[src/rtl/aes_fifo_host_driver.sv]
// rtl/aes_fifo_host_driver.sv - host-side driver feeding and draining the AES FIFO pair
// Optional watchdog: define AES_DRV_TIMEOUT_EN to abort stalled runs after TIMEOUT_CYCLES idle cycles.
module aes_fifo_host_driver #(
  parameter int DATA_WIDTH      = 32,
  parameter int CNT_WIDTH       = 16,
  parameter int MAX_OUTSTANDING = 4,
  parameter int TIMEOUT_CYCLES  = 1024
) (
  input  logic                  clock,
  input  logic                  reset_n,
  input  logic                  start,
  input  logic [CNT_WIDTH-1:0]  num_words,
  input  logic [7:0]            key_seed,
  input  logic [7:0]            data_seed,
  output logic                  busy,
  output logic                  done,
  output logic                  timeout,
  input  logic                  fifo_in_full,
  output logic                  fifo_in_wr,
  output logic [DATA_WIDTH-1:0] fifo_in_data,
  input  logic                  fifo_out_empty,
  output logic                  fifo_out_rd,
  input  logic [DATA_WIDTH-1:0] fifo_out_data,
  output logic                  result_valid,
  output logic [7:0]            result_data,
  output logic [CNT_WIDTH-1:0]  result_index,
  output logic [CNT_WIDTH-1:0]  sent_count,
  output logic [CNT_WIDTH-1:0]  recv_count,
  output logic [7:0]            checksum
);

  typedef enum logic [1:0] {S_IDLE, S_RUN, S_DRAIN, S_DONE} state_t;

  localparam logic [CNT_WIDTH-1:0] MAX_OUT = CNT_WIDTH'(MAX_OUTSTANDING);
  localparam logic [CNT_WIDTH-1:0] CNT_ONE = CNT_WIDTH'(1);

  state_t               state_q, state_d;
  logic [CNT_WIDTH-1:0] num_q, num_d;
  logic [7:0]           key_q, key_d;
  logic [7:0]           seed_q, seed_d;
  logic [CNT_WIDTH-1:0] sent_q, sent_d;
  logic [CNT_WIDTH-1:0] recv_q, recv_d;
  logic [7:0]           chk_q, chk_d;
  logic                 res_valid_q, res_valid_d;
  logic [7:0]           res_data_q, res_data_d;
  logic [CNT_WIDTH-1:0] res_index_q, res_index_d;

  logic start_ok;
  logic active;
  logic wd_fire;
  logic unused_upper;

  // Only the low byte of a result carries information.
  assign unused_upper = ^fifo_out_data[DATA_WIDTH-1:8];

  assign start_ok = start && ((state_q == S_IDLE) || (state_q == S_DONE));
  assign active   = (state_q == S_RUN) || (state_q == S_DRAIN);
  assign busy     = active;
  assign done     = (state_q == S_DONE);

  assign fifo_in_wr  = (state_q == S_RUN) && (sent_q < num_q) &&
                       ((sent_q - recv_q) < MAX_OUT) && !fifo_in_full;
  assign fifo_out_rd = active && (recv_q < sent_q) && !fifo_out_empty;

  assign result_valid = res_valid_q;
  assign result_data  = res_data_q;
  assign result_index = res_index_q;
  assign sent_count   = sent_q;
  assign recv_count   = recv_q;
  assign checksum     = chk_q;

  // Outgoing word: key byte over plaintext byte, plaintext advancing with the word ordinal.
  always_comb begin
    fifo_in_data       = '0;
    fifo_in_data[15:8] = key_q;
    fifo_in_data[7:0]  = seed_q + sent_q[7:0];
  end

`ifdef AES_DRV_TIMEOUT_EN
  localparam int WD_W = $clog2(TIMEOUT_CYCLES + 1);
  localparam logic [WD_W-1:0] WD_LIM = WD_W'(TIMEOUT_CYCLES - 1);
  localparam logic [WD_W-1:0] WD_ONE = WD_W'(1);

  logic [WD_W-1:0] wdog_q, wdog_d;
  logic            timeout_q, timeout_d;

  // Watchdog: counts active cycles with neither push nor pop; fires on the last allowed one.
  always_comb begin
    wdog_d    = wdog_q;
    timeout_d = timeout_q;
    wd_fire   = 1'b0;
    if (start_ok) begin
      wdog_d    = '0;
      timeout_d = 1'b0;
    end else if (active) begin
      if (fifo_in_wr || fifo_out_rd) begin
        wdog_d = '0;
      end else if (wdog_q == WD_LIM) begin
        wd_fire   = 1'b1;
        timeout_d = 1'b1;
        wdog_d    = '0;
      end else begin
        wdog_d = wdog_q + WD_ONE;
      end
    end
  end

  // Watchdog registers.
  always_ff @(posedge clock or negedge reset_n) begin
    if (!reset_n) begin
      wdog_q    <= '0;
      timeout_q <= 1'b0;
    end else begin
      wdog_q    <= wdog_d;
      timeout_q <= timeout_d;
    end
  end

  assign timeout = timeout_q;
`else
  assign wd_fire = 1'b0;
  assign timeout = 1'b0;
`endif

  // Next state, run parameters, counters, checksum and the registered result strobe.
  always_comb begin
    state_d     = state_q;
    num_d       = num_q;
    key_d       = key_q;
    seed_d      = seed_q;
    sent_d      = sent_q;
    recv_d      = recv_q;
    chk_d       = chk_q;
    res_valid_d = fifo_out_rd;
    res_data_d  = res_data_q;
    res_index_d = res_index_q;

    if (start_ok) begin
      num_d   = num_words;
      key_d   = key_seed;
      seed_d  = data_seed;
      sent_d  = '0;
      recv_d  = '0;
      chk_d   = '0;
      state_d = (num_words == '0) ? S_DONE : S_RUN;
    end else begin
      if (fifo_in_wr) begin
        sent_d = sent_q + CNT_ONE;
      end
      if (fifo_out_rd) begin
        recv_d      = recv_q + CNT_ONE;
        chk_d       = chk_q ^ fifo_out_data[7:0];
        res_data_d  = fifo_out_data[7:0];
        res_index_d = recv_q;
      end
      case (state_q)
        S_RUN:   if (sent_q == num_q) state_d = S_DRAIN;
        S_DRAIN: if (recv_q == num_q) state_d = S_DONE;
        default: state_d = state_q;
      endcase
      if (wd_fire) begin
        state_d = S_DONE;
      end
    end
  end

  // Main register bank; reset aborts any run back to IDLE.
  always_ff @(posedge clock or negedge reset_n) begin
    if (!reset_n) begin
      state_q     <= S_IDLE;
      num_q       <= '0;
      key_q       <= '0;
      seed_q      <= '0;
      sent_q      <= '0;
      recv_q      <= '0;
      chk_q       <= '0;
      res_valid_q <= 1'b0;
      res_data_q  <= '0;
      res_index_q <= '0;
    end else begin
      state_q     <= state_d;
      num_q       <= num_d;
      key_q       <= key_d;
      seed_q      <= seed_d;
      sent_q      <= sent_d;
      recv_q      <= recv_d;
      chk_q       <= chk_d;
      res_valid_q <= res_valid_d;
      res_data_q  <= res_data_d;
      res_index_q <= res_index_d;
    end
  end

endmodule
[config.mk]
export PLATFORM = sky130hd
export DESIGN_NAME = aes_fifo_host_driver
export DESIGN_NICKNAME = d
export VERILOG_FILES = /design/src/rtl/aes_fifo_host_driver.sv
export SDC_FILE = /design/constraint.sdc
export NUM_CORES = 1
export LEC_CHECK = 0
export BUFFER_PORTS_ARGS = -buffer_cell sky130_fd_sc_hd__buf_2
export CORE_MARGIN = 3
export CORE_UTILIZATION = 48
export DETAILED_ROUTE_END_ITERATION = 8
export MAX_ROUTING_LAYER = met4
export PLACE_DENSITY = 0.76
export SETUP_SLACK_MARGIN = 0.4
export SLEW_MARGIN = 10
export SYNTH_ARGS = -nofsm -noshare
export SYNTH_HDL_FRONTEND = slang
export SYNTH_SLANG_ARGS = --single-unit
[constraint.sdc]
create_clock -name clock -period 2.9 [get_ports clock]
set_clock_uncertainty 0.05 [all_clocks]
set_input_delay 0.29 -clock clock [delete_from_list [all_inputs] [get_ports clock]]
set_output_delay 0.29 -clock clock [all_outputs]
set_load 0.005 [all_outputs]
Yosys cells after proc, flatten, opt, wreduce, memory -nomap -nowiden
Cells that the tools add are included.

word-level totals
  logic and storage cells = 54
  register bits after elaboration = 99
  output and inout port bits = 102
  input port bits = 69

cells by class
  add/sub/neg operators = 4
  equality and inequality tests = 7
  muxes and demuxes = 11
  $lt $le $gt $ge = 3
  reduce and logical (&&, ||, !) cells = 17
  bitwise gates (word level) = 2

operators with widths
  cell                     count
  $mux W16                 4
  $add A16 B1 Y16 const B  2
  $eq A16 B16 Y1           2
  $lt A16 B16 Y1           2
  $logic_not A16 Y1        1
  $lt A16 B3 Y1 const B    1
  $mux W8                  2
  $sub A16 B16 Y16         1
  $add A8 B8 Y8            1
  $mux W2                  4
  $xor A8 B8 Y8            1
  $logic_and A1 B1 Y1      6
  $ne A3 B2 Y1 const B     2
  $eq A2 B2 Y1 const B     2
  $pmux W2 S2              1
  $reduce_bool A2 Y1       2
  $reduce_and A3 Y1        1
  $reduce_bool A3 Y1       1
  $eq A2 B1 Y1 const B     1
  $logic_not A1 Y1         2
  $logic_not A2 Y1         1
  $logic_or A1 B1 Y1       2
  $reduce_and A2 Y1        1
  $not A1 Y1               1

Longest topological paths before layout
Gate-level depths: netlist (run 1).

  depth after elaboration = 6
  depth in mapped cells = 13

Least setup slack after synthesis (run 1)
OpenSTA, ideal clock, no wires.

  path type = register to register
  start point = register recv_q[11] (netlist: recv_count[11])
  end point = register sent_q[13] (netlist: sent_count[13])
  stages on the path, launching flop included = 13
  arrival time = 3.013 ns
  path slack = -0.303 ns
  clock period less this slack = 3.203 ns
  setup time = 0.140 ns
  cell sequence = dfrtp_1 -> inv_1 -> ha_1 -> buf_2 -> a21oi_2 -> o21ai_1 -> and3_1 -> or4b_1 -> a311oi_2 -> nand4_2 -> buf_2 -> o311ai_0 -> o41ai_1

between the ends
  cells in the longest elaborated chain, start to end = 5

RTL lines
  item                                 line  text
  start, declared                      42    logic [CNT_WIDTH-1:0] recv_q, recv_d;
  start signal, assigned               186   recv_q <= recv_d;
  $sub A16 B16 Y16                     62    ((sent_q - recv_q) < MAX_OUT) && !fifo_in_full;
  $lt A16 B3 Y1                        62
  $logic_and A1 B1 Y1                  61    assign fifo_in_wr = (state_q == S_RUN) && (sent_q < num_q) &&
  $logic_and A1 B1 Y1                  62
  $reduce_bool A2 Y1 (no source line)  --
  end signal, assigned                 185   sent_q <= sent_d;
  end, declared                        41    logic [CNT_WIDTH-1:0] sent_q, sent_d;

Every way passes these cells.
A chain may end at the register's enable or synchronous reset.

Worst setup path in the final report (run 1)
  start point = register sent_q[9] (netlist: sent_count[9])
  end point = output fifo_in_wr

between the ends
  cells in the longest elaborated chain, start to end = 4

RTL lines
  item                                                  line    text
  $sub A16 B16 Y16 or $lt A16 B16 Y1 (tied branches)    62, 61
  $lt A16 B3 Y1 or $logic_and A1 B1 Y1 (tied branches)  62, 61
  $logic_and A1 B1 Y1 *                                 61
  $logic_and A1 B1 Y1 *                                 62
  end, declared                                         19      output logic fifo_in_wr,

Mark *: on every way between the ends. The rest lies on a longest branch, timed or not.

==> results of run 1 <==
==> cell usage in the layout (no fill, tap or decap), types with 11 or more instances in the layout <==
master / synthesis / layout
buf_6: 0 / 30
a21oi_1: 28 / 19
o21ai_0: 40 / 21
mux2i_1: 19 / 16
nand4_1: 15 / 15
buf_12: 0 / 11
nand3_1: 18 / 15
nand2_2: 0 / 17
xor2_1: 19 / 19
ha_4: 0 / 18
dfrtp_1: 99 / 96
buf_4: 17 / 137
inv_1: 47 / 36
nand2_1: 160 / 117
nand2_4: 0 / 26
o21ai_2: 0 / 13
buf_2: 7 / 127
nor2_1: 23 / 22
ha_1: 45 / 27
nand2b_1: 15 / 14
conb_1: 1 / 17
==> cell type report <==
type	count	area, um^2
Fill cell	741	2570
Clock inverter	7	57.6
Multi-Input combinational cell	559	4690
Inverter	47	181
Timing Repair Buffer	314	2400
Clock buffer	9	225
Sequential cell	99	2480
Tap cell	172	215
==> cells by family (layout without fill, tap and decap cells) <==
group / after synthesis / in the layout / share of synthesized area
buffers and inverters: 97 / 377 / 0.0684
DFF: 99 / 99 / 0.388
muxes: 19 / 19 / 0.0298
AOI/OAI and AO/OA: 149 / 149 / 0.157
xor gates and xnor gates: 30 / 30 / 0.0412
and+or+nand+nor: 298 / 298 / 0.224
adders and majority gates: 46 / 46 / 0.0914
other: 1 / 17 / 0.000588
==> metal layers <==
layer  track usage  up-vias  wire length, um  share of wire
met2         0.539      520            12600           0.48
met3        0.0657      132             2400          0.092
met4         0.148        0             1570          0.060
li1              -     3169                -              -
met5             -        -                0              0
met1         0.408     3489             9530           0.37
==> what timing repair did <==
action / 4_1_cts / 5_1_grt
setup buffers: 40 / 11
cloned: 5 / 1
gates resized for setup: 212 / 72
endpoints found under the setup margin: 70 / 73
endpoints found under the hold margin: 40 / 0
pin swaps: 85 / 38
hold buffers: 1 / 0
==> per-stage QoR <==
step	worst slack, ps	instances	area (um^2)	hold slack, ps	total power [W]
final	-436	1207	10300	68.0	0.00294
after global routing	-541	1207	10300	74.0	0.00303
after CTS	-332	1195	9830	59.5	0.00291
after detailed placement	-519	1133	8120	274	0.00169
after global placement	-521	1133	8120	280	0.00169
after floorplan	-53.2	755	6550	-55.6	0.00155
==> registers in the layout, summed over array words and instances (netlist names) <==
signal,cells
result_index,16
sent_count,16
key_q,8
recv_count,16
result_valid,1
num_q,16
state_q,2
result_data,8
seed_q,8
checksum,8
==> how the worst max path moves through the flow <==
stage / to / from / depth (start not counted) / slack [ps]
6_report: fifo_in_wr / sent_count[9]$_DFFE_PN0P_ / 10 / -440
4_1_cts: fifo_in_wr / sent_count[4]$_DFFE_PN0P_ / 12 / -330
5_1_grt: fifo_in_wr / recv_count[9]$_DFFE_PN0P_ / 11 / -540
3_3_place_gp: sent_count[6]$_DFFE_PN0P_ / recv_count[12]$_DFFE_PN0P_ / 10 / -520
3_5_place_dp: sent_count[6]$_DFFE_PN0P_ / recv_count[12]$_DFFE_PN0P_ / 10 / -520
2_1_floorplan: sent_count[10]$_DFFE_PN0P_ / recv_count[9]$_DFFE_PN0P_ / 12 / -50
==> critical path: stages, from the launching register on <==
cell     delay, ps
dfrtp_1        420
ha_4           280
a21oi_2        190
buf_4          150
o21a_1         200
o22ai_1        110
or4_4          520
nor4_2         260
nand4_1        140
nor4b_2        210
buf_2          150
==> power groups by stage <==
stage / clock network (W) / registers (W) / logic [W]
finish: 0.00120 / 0.00143 / 0.000311
global route: 0.00127 / 0.00144 / 0.000331
CTS: 0.00120 / 0.00142 / 0.000281
detailed placement: 0 / 0.00145 / 0.000245
global placement: 0 / 0.00145 / 0.000242
floorplan: 0 / 0.00146 / 0.0000949
==> summary.txt, run 1 <==
Status
  • Status: finished with violations
  • Failing checks: setup timing

Power
  • PD cells: 287 nW/um^2
  • Lkg Pwr: 5.24 nW
  • Net switching power figure: 0.000799 W
  • Maximum VDD drop: 321 uV
  • Seq pwr share: 0.487
  • Sw Ratio: 0.272
  • Gate power share: 0.106
  • Internal power: 0.00214 W
  • Clock group share of total power: 0.407

Route
  • Final ANT Viol Nets: 0
  • Vias: 7310
  • Routed vias/inst: 6.06
  • DR DRC count: 0
  • DR WL/cell: 21.6 um
  • Final wirelength: 26100 um
  • DRT iter0 DRCs: 769
  • Drt pass-1 iters: 5

Clock tree
  • Worst-Skew Late Latency: 360 ps
  • Reg clk slew, reported paths: 80 ps
  • CTS max path bufs: 2
  • Clock sinks: 99
  • CTS H-tree lvls: 3
  • CTS tree: yes
  • CTS root buf: clkbuf_16
  • Total CTS buffers: 9

Setup path
  • Worst-case reg-to-reg path depth: 14
  • Crit path capture type: output port
  • CP Launch Type: flip-flop
  • Reg2reg start: recv_count[11]$_DFFE_PN0P_
  • Reg2Reg Setup Slack: -360 ps
  • Worst Path Arrival: 3000 ps
  • Worst EP required: 2560 ps
  • Crit-path max FO: 5
  • RR Endpoint: sent_count[6]$_DFFE_PN0P_
  • Crit Path Class: flip-flop to output port

Timing
  • Final TNS setup: -8880 ps
  • Least-Margin Pin Slew: 694 ps
  • Final setup vio count: 48
  • Final worst slack: -436 ps
  • Period utilization: 1.15
  • Max-slew violation count: 0
  • Min Tclk post-route: 3340 ps
  • Fmax achieved: 0.300 GHz
  • Unrepaired setup endpoints after global routing: yes
  • Slew HR: 0.536
  • Final hold vios: 0

Synth
  • Top cells by count, synth: nand2_1, dfrtp_1, inv_1, ha_1, o21ai_0
  • Seq/Total Area, Yosys: 0.388
  • Syn_area_per_cell: 8.63 um^2
  • Synth top area cells: dfrtp_1, nand2_1, ha_1
  • FF+latch count, synth: 99
  • Post-synth top flop: dfrtp_1
  • Yosys top cell by area: dfrtp_1
  • Synth unique cells: 60
  • Synth Warn #: 0
  • Post-Syn Area: 6380 um^2
  • Asr flop ratio synth: 1.00
  • Yosys top cell area share: 0.388
  • Gate Count Post-Synth: 739
  • Post-synth EDFFs: 0
  • Count leader, synth: nand2_1

Global routing
  • Vias in the first global route: 7020
  • Global-route wire length before repair: 37400 um
  • Total grt overflow: 0
  • Gr usage total: 0.334
  • Initial antenna violation count: 0
  • Largest net degree at the start of global routing: 52

Worst hold path
  • Hold path depth: 3
  • Hold path startpoint: key_seed[6]
  • HP Class: primary input to flip-flop
  • Hold path endpoint: key_q[6]$_DFFE_PN0P_

Floorplanning
  • Core area: 12800 um^2
  • Die height: 121 um
  • Cell row count: 41
  • Initial Util: 0.497
  • Die area: 14700 um^2
  • Top-level I/O count: 171
  • Die X-Extent: 121 um

Final layout
  • Final Net Count: 1145
  • ANT cells: 0
  • Area grow syn2layout: 60.7%
  • Share of layout cells above drive strength 1: 0.479
  • Finished Core Util: 0.799

Placement
  • Hpwl dp: 15700 um
  • Gpl congestion: 0.966
  • PortBufs: 129

Job
  • Max-Cap Viols: 0
Note: power is estimated with default switching activity, not from simulation.
==> run 2: changes to the inputs <==
--- a/config.mk
+++ b/config.mk
@@ -9,7 +9,6 @@
 export CORE_MARGIN = 3
 export CORE_UTILIZATION = 48
 export DETAILED_ROUTE_END_ITERATION = 8
-export MAX_ROUTING_LAYER = met4
 export PLACE_DENSITY = 0.76
 export SETUP_SLACK_MARGIN = 0.4
 export SLEW_MARGIN = 10
==> run 2 against run 1 <==
Against the previous run:
- the run still ends with setup timing left
- maximum frequency shrank 6.3%
- via count rose by 5.6%
- wire length increased by 12%
- utilization is 0.69 points higher
- setup slack got worse by 220 ps
- critical endpoint is now recv_count[14]$_DFFE_PN0P_
- largest cell class unchanged
==> summary.txt, run 2 (synthesized netlist as in run 1, its figures left out) <==
Timing
  • Min Tclk post-route: 3560 ps (+224 ps)
  • Final worst slack: -659 ps (-224 ps)
  • Period utilization: 1.23 (+0.0772)
  • Least-Margin Pin Slew: 801 ps (+107 ps)
  • Fmax achieved: 0.281 GHz (-6.3%)
  • Slew HR: 0.465 (-0.0715)
  • Final hold vios: 0 (unchanged)
  • Max-slew violation count: 0 (unchanged)
  • Unrepaired setup endpoints after global routing: yes
  • Final setup vio count: 66 (+38%)

Clock tree
  • CTS tree: yes
  • CTS root buf: clkbuf_16
  • Worst-Skew Late Latency: 360 ps (about the same)
  • Total CTS buffers: 9 (unchanged)
  • CTS H-tree lvls: 3 (unchanged)
  • CTS max path bufs: 2 (unchanged)
  • Reg clk slew, reported paths: 80 ps (about the same)
  • Clock sinks: 99 (unchanged)

Global routing
  • Vias in the first global route: 7250 (+3.3%)
  • Largest net degree at the start of global routing: 53 (+1.9%)
  • Gr usage total: 0.334 (-0.000381)
  • Total grt overflow: 0 (unchanged)
  • Initial antenna violation count: 0 (unchanged)
  • Global-route wire length before repair: 38300 um (+2.5%)

Route
  • DR DRC count: 0 (unchanged)
  • Vias: 7717 (+5.6%)
  • DR WL/cell: 23.9 um (+10%)
  • Final wirelength: 29300 um (+12%)
  • DRT iter0 DRCs: 895 (+16%)
  • Final ANT Viol Nets: 0 (unchanged)
  • Drt pass-1 iters: 6 (+1)
  • Routed vias/inst: 6.28 (+3.7%)

Setup path
  • Crit path capture type: flip-flop
  • Crit Path Class: flip-flop to flip-flop
  • Worst Path Arrival: 3720 ps (+720 ps)
  • CP Launch Type: flip-flop
  • Reg2Reg Setup Slack: -660 ps (-300 ps)
  • Worst EP required: 3060 ps (+500 ps)
  • Crit-path max FO: 6 (+1)

Status
  • Failing checks: setup timing
  • Status: finished with violations

Final layout
  • Most frequent cells in the layout: buf_4, buf_2, nand2_1
  • Area grow syn2layout: 62.1%
  • Commonest non-fill, non-tap cell in the layout: buf_4
  • ANT cells: 0 (unchanged)
  • Final Net Count: 1167 (+1.9%)
  • Share of layout cells above drive strength 1: 0.483 (+0.00422)
  • Non-Filler Instances: 1229 (+1.8%)
  • Design area: 10300 um^2 (+0.87%)

Job
  • Max-Cap Viols: 0 (unchanged)

Floorplanning
  • Initial Util: 0.497 (unchanged)
  • Top-level I/O count: 171 (unchanged)
  • Core area: 12800 um^2 (unchanged)
  • Die area: 14700 um^2 (unchanged)
  • Die height: 121 um (unchanged)
  • Die X-Extent: 121 um (unchanged)
  • Cell row count: 41 (unchanged)

Placement
  • Gpl congestion: 0.985 (+2.0%)
  • Hpwl dp: 16000 um (+1.7%)
  • PortBufs: 129 (unchanged)
  • Placed inst area: 8200 um^2 (+0.96%)
  • # placed instances: 1145 (+1.1%)

Power
  • Lkg Pwr: 5.33 nW (+1.7%)
  • Maximum VDD drop: 436 uV (+36%)
  • PD cells: 289 nW/um^2 (+0.62%)

Worst hold path
  • HP Class: primary input to flip-flop
## run 2: changes by cell type in the layout (fill, tap and decap cells not counted), moves of 3 or more
cell | before | now
buf_6 | 30 | 34
inv_2 | 9 | 12
nand2_2 | 17 | 24
o21ai_2 | 13 | 9
nand2_1 | 117 | 126
buf_4 | 137 | 156
nand2_4 | 26 | 10
o41ai_2 | 6 | 9
## run 2: final timing paths
kind	endpoint	startpoint	depth (start not counted)
hold / removal	key_q[6]$_DFFE_PN0P_	key_seed[6]	3
hold reg to reg	checksum[3]$_DFFE_PN0P_	checksum[3]$_DFFE_PN0P_	1
min in group asynchronous	result_index[1]$_DFFE_PN0P_	reset_n	2
max in group asynchronous	sent_count[7]$_DFFE_PN0P_	reset_n	3
setup / recovery	recv_count[14]$_DFFE_PN0P_	recv_count[10]$_DFFE_PN0P_	16
setup reg to reg	recv_count[14]$_DFFE_PN0P_	recv_count[10]$_DFFE_PN0P_	16
## run 2: stage by stage
stage          setup WS [ps]  utilization  setup TNS [ps]  hold slack (ps)  total power, W
4_1_cts                 -366        0.760           -5810             65.7         0.00293
3_5_place_dp            -394        0.639           -8050              324         0.00170
6_report                -659        0.806          -21520             63.1         0.00298
2_1_floorplan          -53.2            -            -663            -55.6         0.00155
5_1_grt                 -757        0.806          -25820             77.3         0.00305
3_3_place_gp            -455        0.639           -7810              328         0.00169
## run 2: worst max-delay path, stage by stage (launching register included)
cell and delay [ps]:
dfrtp_1 390, inv_2 120, ha_4 290, buf_4 140, o211ai_1 150, o21ai_2 230, buf_4 150, nand4_1 140
o21ai_4 240, a21oi_4 110, or2_4 270, buf_6 130, buf_6 110, buf_8 130, buf_6 130, nor4_4 150
mux2i_1 460
## run 2: cell type report
type	count	area [um^2]
inverters	47	176
clock inverters	6	58.8
clock buffers	10	239
fillers	704	2480
repair buffers	336	2550
flip-flops and latches	99	2480
multi-input cells	559	4620
well taps	172	215
## run 2: power breakdown
group          switching (W)  internal (W)  total (W)
clock               0.000616      0.000625    0.00124
sequential         0.0000211       0.00141    0.00143
combinational       0.000179      0.000136   0.000315
## run 2: metal layers
| metal | up-vias | track usage | routed length, um |
|---|---|---|---|
| met5 | - | 0 | 0 |
| met1 | 3614 | 0.419 | 10000 |
| met2 | 667 | 0.536 | 13500 |
| met3 | 227 | 0.0648 | 3260 |
| li1 | 3209 | - | - |
| met4 | 0 | 0.191 | 2560 |
## run 2: timing repair
item / in CTS / in global routing
resized for setup: 179 / 83
endpoints found under the hold margin: 51 / 0
gates cloned: 4 / 1
setup endpoints to repair: 70 / 72
hold buffers: 1 / 0
pin swaps: 70 / 39
setup buffers: 45 / 17
